<file path="src/rtl/if_id_pkg.sv">
// Shared types and MIPS-32 field positions for the IF->ID pipeline buffer.
package if_id_pkg;

  typedef enum logic [1:0] {
    FMT_R = 2'd0,
    FMT_I = 2'd1,
    FMT_J = 2'd2
  } fmt_e;

  localparam logic [5:0] OPC_RTYPE = 6'h00;
  localparam logic [5:0] OPC_J     = 6'h02;
  localparam logic [5:0] OPC_JAL   = 6'h03;

  localparam int unsigned OPC_LSB   = 26;
  localparam int unsigned RS_LSB    = 21;
  localparam int unsigned RT_LSB    = 16;
  localparam int unsigned RD_LSB    = 11;
  localparam int unsigned SHAMT_LSB = 6;
  localparam int unsigned FUNCT_LSB = 0;
  localparam int unsigned IMM_LSB   = 0;
  localparam int unsigned ADDR_LSB  = 0;

endpackage

</file>
<file path="src/rtl/if_id_field_decode.sv">
// Combinational R/I/J field split of one instruction; unused fields are forced to zero.
module if_id_field_decode
  import if_id_pkg::*;
#(
  parameter int unsigned INSTR_W = 32
) (
  input  logic [INSTR_W-1:0] instr,
  output fmt_e               fmt,
  output logic [5:0]         opcode,
  output logic [4:0]         rs,
  output logic [4:0]         rt,
  output logic [4:0]         rd,
  output logic [4:0]         shamt,
  output logic [5:0]         funct,
  output logic [15:0]        imm16,
  output logic [25:0]        addr26
);

  always_comb begin
    opcode = instr[OPC_LSB +: 6];
    fmt    = FMT_I;
    rs     = '0;
    rt     = '0;
    rd     = '0;
    shamt  = '0;
    funct  = '0;
    imm16  = '0;
    addr26 = '0;
    if (opcode == OPC_RTYPE) begin
      fmt   = FMT_R;
      rs    = instr[RS_LSB +: 5];
      rt    = instr[RT_LSB +: 5];
      rd    = instr[RD_LSB +: 5];
      shamt = instr[SHAMT_LSB +: 5];
      funct = instr[FUNCT_LSB +: 6];
    end else if (opcode == OPC_J || opcode == OPC_JAL) begin
      fmt    = FMT_J;
      addr26 = instr[ADDR_LSB +: 26];
    end else begin
      rs    = instr[RS_LSB +: 5];
      rt    = instr[RT_LSB +: 5];
      imm16 = instr[IMM_LSB +: 16];
    end
  end

endmodule

</file>
<file path="src/rtl/if_id_pipe_buffer.sv">
// IF->ID stage as a DEPTH-entry ready/valid queue with flush and head decode.
// Optional stall/flush performance counters when IF_ID_PERF_CNT_EN is defined.
module if_id_pipe_buffer
  import if_id_pkg::*;
#(
  parameter int unsigned INSTR_W = 32,
  parameter int unsigned PC_W    = 9,
  parameter int unsigned DEPTH   = 2
) (
  input  logic               clk,
  input  logic               reset,
  input  logic               in_valid,
  output logic               in_ready,
  input  logic [INSTR_W-1:0] in_instr,
  input  logic [PC_W-1:0]    in_pc,
  input  logic               flush,
  output logic               out_valid,
  input  logic               out_ready,
  output logic [INSTR_W-1:0] out_instr,
  output logic [PC_W-1:0]    out_pc,
  output fmt_e               fmt,
  output logic [5:0]         opcode,
  output logic [4:0]         rs,
  output logic [4:0]         rt,
  output logic [4:0]         rd,
  output logic [4:0]         shamt,
  output logic [5:0]         funct,
  output logic [15:0]        imm16,
  output logic [25:0]        addr26
`ifdef IF_ID_PERF_CNT_EN
  ,
  output logic [31:0]        stall_cnt,
  output logic [31:0]        flush_cnt
`endif
);

  localparam int unsigned      PTR_W    = $clog2(DEPTH);
  localparam logic [PTR_W:0]   CNT_FULL = (PTR_W + 1)'(DEPTH);

  logic [INSTR_W-1:0] mem_instr [DEPTH];
  logic [PC_W-1:0]    mem_pc    [DEPTH];
  logic [PTR_W-1:0]   wr_ptr;
  logic [PTR_W-1:0]   rd_ptr;
  logic [PTR_W:0]     count;
  logic               push;
  logic               pop;

  assign in_ready  = (count != CNT_FULL);
  assign out_valid = (count != '0);
  assign push      = in_valid & in_ready;
  assign pop       = out_valid & out_ready;

  always_ff @(posedge clk) begin
    if (reset) begin
      wr_ptr <= '0;
      rd_ptr <= '0;
      count  <= '0;
      for (int unsigned i = 0; i < DEPTH; i++) begin
        mem_instr[i] <= '0;
        mem_pc[i]    <= '0;
      end
    end else if (flush) begin
      wr_ptr <= '0;
      rd_ptr <= '0;
      count  <= '0;
    end else begin
      if (push) begin
        mem_instr[wr_ptr] <= in_instr;
        mem_pc[wr_ptr]    <= in_pc;
        wr_ptr            <= wr_ptr + 1'b1;
      end
      if (pop) begin
        rd_ptr <= rd_ptr + 1'b1;
      end
      unique case ({push, pop})
        2'b10:   count <= count + 1'b1;
        2'b01:   count <= count - 1'b1;
        default: count <= count;
      endcase
    end
  end

  // Head is zero-gated when empty so the decoded fields never show stale data.
  assign out_instr = out_valid ? mem_instr[rd_ptr] : '0;
  assign out_pc    = out_valid ? mem_pc[rd_ptr]    : '0;

  if_id_field_decode #(
    .INSTR_W(INSTR_W)
  ) u_decode (
    .instr (out_instr),
    .fmt   (fmt),
    .opcode(opcode),
    .rs    (rs),
    .rt    (rt),
    .rd    (rd),
    .shamt (shamt),
    .funct (funct),
    .imm16 (imm16),
    .addr26(addr26)
  );

`ifdef IF_ID_PERF_CNT_EN
  always_ff @(posedge clk) begin
    if (reset) begin
      stall_cnt <= '0;
      flush_cnt <= '0;
    end else begin
      if (in_valid && !in_ready && stall_cnt != '1) begin
        stall_cnt <= stall_cnt + 1'b1;
      end
      if (flush && count != '0 && flush_cnt != '1) begin
        flush_cnt <= flush_cnt + 1'b1;
      end
    end
  end
`endif

endmodule

</file>
<file path="config.mk">
export PLATFORM = sky130hd
export DESIGN_NAME = if_id_pipe_buffer
export DESIGN_NICKNAME = d
export VERILOG_FILES = /design/src/rtl/if_id_pkg.sv /design/src/rtl/if_id_field_decode.sv /design/src/rtl/if_id_pipe_buffer.sv
export SDC_FILE = /design/constraint.sdc
export NUM_CORES = 1
export LEC_CHECK = 0
export BUFFER_PORTS_ARGS = -buffer_cell sky130_fd_sc_hd__buf_4
export CAP_MARGIN = 25
export CORE_ASPECT_RATIO = 1.2
export CORE_MARGIN = 8
export CORE_UTILIZATION = 35
export CTS_BUF_LIST = sky130_fd_sc_hd__clkbuf_8
export DETAILED_ROUTE_END_ITERATION = 8
export PLACE_DENSITY = 0.7
export SYNTH_ARGS = -nofsm -noshare
export SYNTH_HDL_FRONTEND = slang
export SYNTH_SLANG_ARGS = --single-unit
</file>
<file path="constraint.sdc">
create_clock -name clk -period 5.2 [get_ports clk]
set_input_delay 1.56 -clock clk [delete_from_list [all_inputs] [get_ports clk]]
set_output_delay 1.56 -clock clk [all_outputs]
set_load 0.005 [all_outputs]
</file>
==> run_summary.xml, run 1 <==
<?xml version="1.0" encoding="UTF-8"?>
<metrics>
  <group name="run_status">
    <metric name="outcome" unit="">complete, no violations</metric>
  </group>
  <group name="grt">
    <metric name="grt_util_met1" unit="%">15.3</metric>
    <metric name="globalRouteTotalUtil" unit="%">14.4</metric>
    <metric name="via_count_of_the_first_global_routing_pass" unit="">3721</metric>
    <metric name="gr-usage-met3" unit="%">4.58</metric>
    <metric name="grt_antenna_before_repair" unit="">1</metric>
    <metric name="gr-usage-met2" unit="%">25.7</metric>
    <metric name="grt_busiest_layer" unit="">met2</metric>
    <metric name="globalRoute.totalOverflow" unit="">0</metric>
    <metric name="wire_length_of_the_first_global_routing_pass" unit="um">19400</metric>
    <metric name="maximum_number_of_pins_on_one_net_before_global_route_repair" unit="">44</metric>
  </group>
  <group name="logic_synthesis">
    <metric name="synth_area_per_cell" unit="um^2">11.3</metric>
    <metric name="count_of_mapped_cells_out_of_synthesis" unit="">417</metric>
    <metric name="synth_area_leaders" unit="">edfxtp_1 52%, and2_1 11%, mux2_2 6.2%</metric>
    <metric name="post_synth_instance_area" unit="um^2">4700</metric>
    <metric name="synth_flop_cell" unit="">edfxtp_1</metric>
    <metric name="synth_enable_flop_cells" unit="">82</metric>
    <metric name="synthesized_nets" unit="">464</metric>
    <metric name="synth_seq_area_share" unit="%">54.5</metric>
    <metric name="yosys.area.top_type" unit="">edfxtp_1</metric>
    <metric name="async_flop_share" unit="%">0</metric>
    <metric name="synth_largest_type_area_fraction" unit="%">52.3</metric>
    <metric name="ys_warn_count" unit="">0</metric>
    <metric name="synth_cell_types" unit="">32</metric>
    <metric name="yosys-top-cells-count" unit="">82 x and2_1, 82 x edfxtp_1, 39 x nor3_1</metric>
    <metric name="synth-seq-cells" unit="">87</metric>
  </group>
  <group name="cts">
    <metric name="clock_latency" unit="ns">0.35</metric>
    <metric name="hold_buffers" unit="">0</metric>
    <metric name="postCtsSetupBuffers" unit="">0</metric>
    <metric name="htree_num_levels" unit="">3</metric>
    <metric name="cts.repair.resized" unit="">0</metric>
    <metric name="cts_tree" unit="">done</metric>
    <metric name="clockBufferDepth" unit="">2</metric>
    <metric name="cts-buffers-inserted" unit="">9</metric>
    <metric name="clock_sink_count" unit="">87</metric>
    <metric name="clock_root_cell" unit="">clkbuf_8</metric>
    <metric name="clk_pin_slew" unit="ns">0.09</metric>
  </group>
  <group name="finish">
    <metric name="nets" unit="">611</metric>
    <metric name="n_antenna_cell" unit="">0</metric>
    <metric name="finalInstanceArea" unit="um^2">6190</metric>
    <metric name="layout.filler_cells" unit="">1198</metric>
    <metric name="area_delta_synth_final" unit="%">31.5</metric>
    <metric name="final_layout_size_suffix_gt1_share" unit="%">42.4</metric>
    <metric name="fin_util" unit="%">47.0</metric>
  </group>
  <group name="power_and_ir_drop">
    <metric name="p_int" unit="mW">1.12</metric>
    <metric name="sw_frac_of_total" unit="%">25.4</metric>
    <metric name="pwr-share-clk" unit="%">31.9</metric>
    <metric name="power_spent_charging_and_discharging_nets" unit="mW">0.382</metric>
    <metric name="totalPowerFinal" unit="mW">1.50</metric>
    <metric name="worst_ir_drop_vdd" unit="uV">124</metric>
    <metric name="combPwrFrac" unit="%">14.2</metric>
    <metric name="power_density_over_the_cells" unit="nW/um^2">243</metric>
    <metric name="power_leakage" unit="nW">2.75</metric>
    <metric name="seqPwrFrac" unit="%">53.9</metric>
  </group>
  <group name="sta">
    <metric name="finalSetupTns" unit="ns">0</metric>
    <metric name="maxSlewViolCount" unit="">0</metric>
    <metric name="timing.slew.headroom" unit="%">42.6</metric>
    <metric name="finalCriticalPeriod" unit="ns">4.22</metric>
    <metric name="clock_skew" unit="ns">0.00734</metric>
    <metric name="clock.fmax" unit="GHz">0.237</metric>
    <metric name="timing_hold_violations_final" unit="">0</metric>
    <metric name="final.hold.worst_slack" unit="ns">0.533</metric>
    <metric name="transition_time_at_the_pin_with_the_least_slew_margin" unit="ns">0.856</metric>
    <metric name="portion_of_the_clock_cycle_consumed_by_the_worst_path_in_the_final_layout" unit="%">81.1</metric>
    <metric name="rsz_0062_raised_after_global_routing" unit="">no</metric>
    <metric name="final-setup-viol-count" unit="">0</metric>
  </group>
  <group name="flow_run">
    <metric name="timing.max_cap.violations" unit="">0</metric>
  </group>
  <group name="floorplanning">
    <metric name="io_pins" unit="">165</metric>
    <metric name="floorplan.die.width" unit="um">122</metric>
    <metric name="floorplan.die_area" unit="um^2">17400</metric>
    <metric name="dieHeight" unit="um">143</metric>
    <metric name="floorplan.rows" unit="">46</metric>
    <metric name="coreArea" unit="um^2">13200</metric>
    <metric name="initial_utilization" unit="%">35.7</metric>
  </group>
  <group name="routing">
    <metric name="post_drt_wl_per_cell" unit="um">17.2</metric>
    <metric name="detail_route.wirelength" unit="um">12700</metric>
    <metric name="postRouteAntennaNets" unit="">0</metric>
    <metric name="route.vias.total" unit="">3460</metric>
    <metric name="drt_drc_violations_left" unit="">0</metric>
    <metric name="dr.pass1.iters" unit="">4</metric>
    <metric name="vias_cell" unit="">4.69</metric>
    <metric name="drt-initial-drc-count" unit="">102</metric>
  </group>
  <group name="worst_setup_path">
    <metric name="rr_startpoint" unit="">count[1]</metric>
    <metric name="crit_type" unit="">reg -&gt; out</metric>
    <metric name="endpoint_kind_of_the_worst_setup_timing_path" unit="">output pin</metric>
    <metric name="worst_path_dominant_cell_family" unit="">flip-flops</metric>
    <metric name="worstPathMaxFanout" unit="">24</metric>
    <metric name="path_buf_inv" unit="">1</metric>
    <metric name="cell_breakdown_of_the_critical_path" unit="">mux2i_1 &gt; or3b_1 &gt; a21oi_1 &gt; buf_4</metric>
    <metric name="worstSetupStartpointType" unit="">register</metric>
    <metric name="cp_data_arrival_time" unit="ns">2.66</metric>
    <metric name="slowest_stage" unit="">dfxtp_2</metric>
    <metric name="slowest_delay" unit="ns">0.78</metric>
    <metric name="worst_ep_required_time" unit="ns">3.64</metric>
  </group>
  <group name="place">
    <metric name="placed_area" unit="um^2">5990</metric>
    <metric name="detailed_place_hpwl" unit="um">9120</metric>
    <metric name="place.port_buffers" unit="">164</metric>
    <metric name="gp_congestion" unit="">0.773</metric>
  </group>
  <group name="hold_path">
    <metric name="hold_path_startpoint" unit="">rd_ptr</metric>
    <metric name="hold_path.class" unit="">reg -&gt; reg</metric>
  </group>
</metrics>
[routing by layer]
layer	share of wire (%)	vias up
li1	-	1703
met1	39	1623
met2	49	119
met3	9.9	13
met4	1.5	2
met5	0.10	-
[registers in the layout, indices dropped and copies added, names as in the netlist, named ones only]
name / flops
wr_ptr: 1
rd_ptr: 1
mem_instr: 64
mem_pc: 18
count: 2
[cells in the final DEF, fill, tap and decap left out]
cell type     n
dfxtp_2       1
nor3_1       39
xnor2_1       1
inv_1        31
a21oi_2      12
mux2i_4       2
nor4_4        2
ha_1          1
nand3_1       1
or2_2         3
nor2_2        1
or3b_1        1
dfxtp_1       4
bufinv_16     1
nor3_2        3
inv_6         2
o21ai_0       3
clkinv_1      1
clkbuf_8      9
edfxtp_1     82
a41o_1        1
clkinvlp_4    3
a41oi_4       1
nand2_1      28
buf_4       172
buf_12        2
mux2i_1      13
or3_1         1
mux2_2       26
clkinv_4      1
a21oi_1      17
nor2b_1       1
nor2_1       18
or2_1         1
and2_1       82
xor2_1        2
[power groups by stage]
stage	Clock [mW]	Sequential, mW	Combinational, mW
floorplan	0	0.823	0.122
global placement	0	0.827	0.206
detailed placement	0	0.828	0.217
CTS	0.496	0.812	0.218
global route	0.523	0.815	0.234
finish	0.480	0.811	0.213
[area by class of cell]
class	count	area [um^2]	area share (%)
Multi-Input combinational cell	260	1760	28.4
Inverter	32	120	1.94
Timing Repair Buffer	174	1330	21.5
Clock buffer	9	124	2.00
Clock inverter	7	78.8	1.27
Tap cell	168	210	3.40
Sequential cell	87	2560	41.4
[path summary, 6_finish.rpt]
| check | end | cells past startpoint | slack [ns] |
|---|---|---|---|
| worst max-delay path | imm16[1] | 4 | 0.98 |
| worst min-delay path | rd_ptr | 2 | 0.53 |
| worst max register to register | count[1] | 6 | 3.25 |
| worst min register to register | rd_ptr | 2 | 0.53 |
[worst reg2reg max path: cells and delay by family, from the launching register on]
kind,cells,cell delay [ns]
and+or+nand+nor,3,0.93
DFF,1,0.40
adders and majority gates,1,0.26
buffers and inverters,1,0.15
AOI/OAI and AO/OA,1,0.14
[logic make-up (layout without fill, tap and decap cells)]
family / count (synthesis) / count (layout) / synth area share, %
fa+ha+maj: 1 / 1 / 0.266
xor+xnor: 3 / 3 / 0.559
mux: 41 / 41 / 9.95
flops: 87 / 87 / 54.5
compound gates: 34 / 34 / 5.16
buf+inv: 70 / 222 / 8.16
simple gates: 181 / 181 / 21.4
[metrics by stage]
stage	setup WS, ns	cells
floorplan	1.92	417
global placement	1.43	719
detailed placement	1.35	721
CTS	0.937	737
global route	0.820	737
finish	0.981	737
(Power assumes the default switching activity.)
==> run 2: changes to the inputs <==
--- a/config.mk
+++ b/config.mk
@@ -5,6 +5,7 @@
 export SDC_FILE = /design/constraint.sdc
 export NUM_CORES = 1
 export LEC_CHECK = 0
+export ABC_AREA = 1
 export BUFFER_PORTS_ARGS = -buffer_cell sky130_fd_sc_hd__buf_4
 export CAP_MARGIN = 25
 export CORE_ASPECT_RATIO = 1.2
@@ -12,7 +13,7 @@
 export CORE_UTILIZATION = 35
 export CTS_BUF_LIST = sky130_fd_sc_hd__clkbuf_8
 export DETAILED_ROUTE_END_ITERATION = 8
-export PLACE_DENSITY = 0.7
+export PLACE_DENSITY = 0.71
 export SYNTH_ARGS = -nofsm -noshare
 export SYNTH_HDL_FRONTEND = slang
 export SYNTH_SLANG_ARGS = --single-unit
==> constraint.sdc (replaced) <==
create_clock -name clk -period 4.1 [get_ports clk]
set_input_delay 1.23 -clock clk [delete_from_list [all_inputs] [get_ports clk]]
set_output_delay 1.23 -clock clk [all_outputs]
set_load 0.005 [all_outputs]
==> run_summary.xml, run 2 <==
<?xml version="1.0" encoding="UTF-8"?>
<metrics>
  <group name="cts">
    <metric name="cts.repair.resized" unit="">0</metric>
    <metric name="cts-buffers-inserted" unit="">9</metric>
    <metric name="clockBufferDepth" unit="">2</metric>
    <metric name="htree_num_levels" unit="">3</metric>
    <metric name="clock_root_cell" unit="">clkbuf_8</metric>
    <metric name="clock_sink_count" unit="">87</metric>
    <metric name="clock_latency" unit="ns">0.35</metric>
    <metric name="postCtsSetupBuffers" unit="">0</metric>
    <metric name="hold_buffers" unit="">0</metric>
    <metric name="cts_tree" unit="">done</metric>
    <metric name="clk_pin_slew" unit="ns">0.08</metric>
  </group>
  <group name="worst_setup_path">
    <metric name="rr_startpoint" unit="">count[0]</metric>
    <metric name="worst_ep_required_time" unit="ns">2.87</metric>
    <metric name="worstPathMaxFanout" unit="">43</metric>
    <metric name="regToRegEndpoint" unit="">mem_instr[0][18]</metric>
    <metric name="worst-r2r-cell-count" unit="">7</metric>
    <metric name="cp_data_arrival_time" unit="ns">2.43</metric>
    <metric name="timing.reg2reg.setup_slack" unit="ns">2.12</metric>
    <metric name="worstSetupStartpointType" unit="">register</metric>
    <metric name="critPathLaunch" unit="">count[1]</metric>
    <metric name="cp-endpoint" unit="">fmt[0]</metric>
    <metric name="endpoint_kind_of_the_worst_setup_timing_path" unit="">output pin</metric>
    <metric name="crit_type" unit="">reg -&gt; out</metric>
  </group>
  <group name="power_and_ir_drop">
    <metric name="worst_ir_drop_vdd" unit="uV">185</metric>
    <metric name="power_leakage" unit="nW">2.86</metric>
    <metric name="power_density_over_the_cells" unit="nW/um^2">310</metric>
  </group>
  <group name="place">
    <metric name="gp_congestion" unit="">0.751</metric>
    <metric name="place.port_buffers" unit="">164</metric>
    <metric name="detailed_place_hpwl" unit="um">8610</metric>
    <metric name="placed_area" unit="um^2">5720</metric>
  </group>
  <group name="run_status">
    <metric name="outcome" unit="">complete, no violations</metric>
  </group>
  <group name="sta">
    <metric name="timing.slew.headroom" unit="%">64.4</metric>
    <metric name="timing_hold_violations_final" unit="">0</metric>
    <metric name="transition_time_at_the_pin_with_the_least_slew_margin" unit="ns">0.532</metric>
    <metric name="finalCriticalPeriod" unit="ns">3.66</metric>
    <metric name="final-setup-viol-count" unit="">0</metric>
    <metric name="maxSlewViolCount" unit="">0</metric>
    <metric name="finalSetupTns" unit="ns">0</metric>
    <metric name="portion_of_the_clock_cycle_consumed_by_the_worst_path_in_the_final_layout" unit="%">89.3</metric>
    <metric name="clock.fmax" unit="GHz">0.273</metric>
    <metric name="clock_skew" unit="ns">0.00404</metric>
    <metric name="rsz_0062_raised_after_global_routing" unit="">no</metric>
  </group>
  <group name="finish">
    <metric name="biggestRegsByFlops" unit="">mem_instr x64, mem_pc x18, count x2</metric>
    <metric name="n_antenna_cell" unit="">0</metric>
    <metric name="number_of_flip_flops_under_the_largest_register_name" unit="">64</metric>
    <metric name="finalInstanceArea" unit="um^2">5940</metric>
    <metric name="final_layout_size_suffix_gt1_share" unit="%">29.7</metric>
    <metric name="nets" unit="">726</metric>
    <metric name="final_common_cell" unit="">nor2_1</metric>
    <metric name="final_cell_mix" unit="">206 x nor2_1, 171 x buf_4, 85 x inv_1, 82 x edfxtp_1, 55 x nand2_1</metric>
    <metric name="area_delta_synth_final" unit="%">33.9</metric>
    <metric name="layout.filler_cells" unit="">1225</metric>
    <metric name="registers.top_by_ff_count" unit="">mem_instr</metric>
  </group>
  <group name="logic_synthesis">
    <metric name="synth_cell_types" unit="">22</metric>
    <metric name="yosys-top-cells-count" unit="">207 x nor2_1, 82 x edfxtp_1, 80 x inv_1</metric>
    <metric name="synthesized_nets" unit="">575</metric>
    <metric name="count_of_mapped_cells_out_of_synthesis" unit="">528</metric>
    <metric name="yosys.area.top_type" unit="">edfxtp_1</metric>
    <metric name="synth-seq-cells" unit="">87</metric>
    <metric name="synth_most_common_cell" unit="">nor2_1</metric>
    <metric name="async_flop_share" unit="%">0</metric>
    <metric name="synth_enable_flop_cells" unit="">82</metric>
    <metric name="synth_seq_area_share" unit="%">57.8</metric>
    <metric name="synth_largest_type_area_fraction" unit="%">55.5</metric>
    <metric name="synth_flop_cell" unit="">edfxtp_1</metric>
    <metric name="synth_area_leaders" unit="">edfxtp_1 56%, nor2_1 18%, inv_1 6.8%</metric>
    <metric name="ys_warn_count" unit="">0</metric>
    <metric name="synth_area_per_cell" unit="um^2">8.40</metric>
    <metric name="post_synth_instance_area" unit="um^2">4430</metric>
  </group>
  <group name="floorplanning">
    <metric name="dieHeight" unit="um">139</metric>
    <metric name="floorplan.die_area" unit="um^2">16500</metric>
    <metric name="floorplan.die.width" unit="um">119</metric>
    <metric name="coreArea" unit="um^2">12500</metric>
    <metric name="io_pins" unit="">165</metric>
    <metric name="floorplan.rows" unit="">45</metric>
    <metric name="initial_utilization" unit="%">35.5</metric>
  </group>
  <group name="grt">
    <metric name="via_count_of_the_first_global_routing_pass" unit="">3926</metric>
    <metric name="grt_antenna_before_repair" unit="">0</metric>
    <metric name="wire_length_of_the_first_global_routing_pass" unit="um">19300</metric>
    <metric name="globalRouteTotalUtil" unit="%">14.5</metric>
    <metric name="maximum_number_of_pins_on_one_net_before_global_route_repair" unit="">44</metric>
    <metric name="globalRoute.totalOverflow" unit="">0</metric>
  </group>
  <group name="routing">
    <metric name="drt_drc_violations_left" unit="">0</metric>
    <metric name="dr.pass1.iters" unit="">4</metric>
    <metric name="postRouteAntennaNets" unit="">0</metric>
    <metric name="vias_cell" unit="">4.50</metric>
    <metric name="drt-initial-drc-count" unit="">161</metric>
    <metric name="detail_route.wirelength" unit="um">12000</metric>
    <metric name="post_drt_wl_per_cell" unit="um">14.2</metric>
    <metric name="route.vias.total" unit="">3808</metric>
  </group>
  <group name="flow_run">
    <metric name="timing.max_cap.violations" unit="">0</metric>
  </group>
  <group name="hold_path">
    <metric name="hold_path.class" unit="">reg -&gt; reg</metric>
    <metric name="hold_depth" unit="">1</metric>
  </group>
</metrics>
[run 2: cell count changes after synthesis, moves of 4 or more]
cell,change
nand2_2,+4
nand2_1,+30
nor3_1,-13
and2_1,-82
mux2i_1,-13
buf_2,-6
a21oi_2,-12
inv_1,+49
mux2_2,-26
nor2_1,+188
[run 2: how the worst min path moves through the flow]
stage | startpoint | end | slack (ns)
after floorplan | rd_ptr | register | 0.43
after global placement | rd_ptr | register | 0.44
after detailed placement | rd_ptr | register | 0.44
after CTS | rd_ptr | register | 0.45
after global routing | rd_ptr | register | 0.47
final | rd_ptr | register | 0.46
[run 2: through the flow]
stage               cells  utilization (%)  hold WS, ns  total power, mW  setup slack [ns]
floorplan             528                -        0.425             1.19             0.939
global placement      830             45.7        0.437             1.31             0.878
detailed placement    830             45.7        0.440             1.32             0.783
CTS                   845             47.1        0.453             1.85             0.371
global route          847             47.5        0.470             1.92             0.160
finish                847             47.5        0.464             1.84             0.439
[run 2: critical path: stages (launching register included)]
cell     delay [ns]
dfxtp_1        0.36
nor2_4         0.11
buf_4          0.27
inv_1          0.18
nand2_1        0.14
nand2_2        0.09
nor2_2         0.13
nand2_4        0.27
inv_2          0.30
nor2_1         0.08
buf_4          0.15
[run 2: cell families (layout without fill, tap and decap cells)]
family	after synthesis	after routing	synth area share, %
and+or+nand+nor	305	305	27.5
buffers and inverters	115	270	12.1
DFF	87	87	57.8
AOI/OAI and AO/OA	20	20	2.34
adders and majority gates	1	1	0.282
[run 2: cell type report]
| cell class | count | area [um^2] | area share (%) |
|---|---|---|---|
| Clock inverter | 6 | 48.8 | 0.822 |
| Inverter | 82 | 308 | 5.19 |
| Timing Repair Buffer | 173 | 1330 | 22.4 |
| Tap cell | 164 | 205 | 3.46 |
| Sequential cell | 87 | 2560 | 43.2 |
| Multi-Input combinational cell | 326 | 1360 | 22.8 |
| Clock buffer | 9 | 124 | 2.09 |
[run 2: where the power goes]
| part | switching, mW | total (mW) | internal [mW] | leakage, nW |
|---|---|---|---|---|
| Combinational | 0.157 | 0.269 | 0.112 | 1.86 |
| Clock | 0.274 | 0.542 | 0.268 | 0.105 |
| Sequential | 0.0127 | 1.03 | 1.01 | 0.900 |
| Total | 0.444 | 1.84 | 1.39 | 2.86 |
[run 2: routing by layer]
metal / part of all wire (%) / track usage [%] / vias up
li1: - / - / 1915
met1: 39 / 15.2 / 1750
met2: 51 / 26.0 / 128
met3: 7.7 / 5.22 / 15
met4: 1.7 / 5.20 / 0
met5: 0 / 0 / -
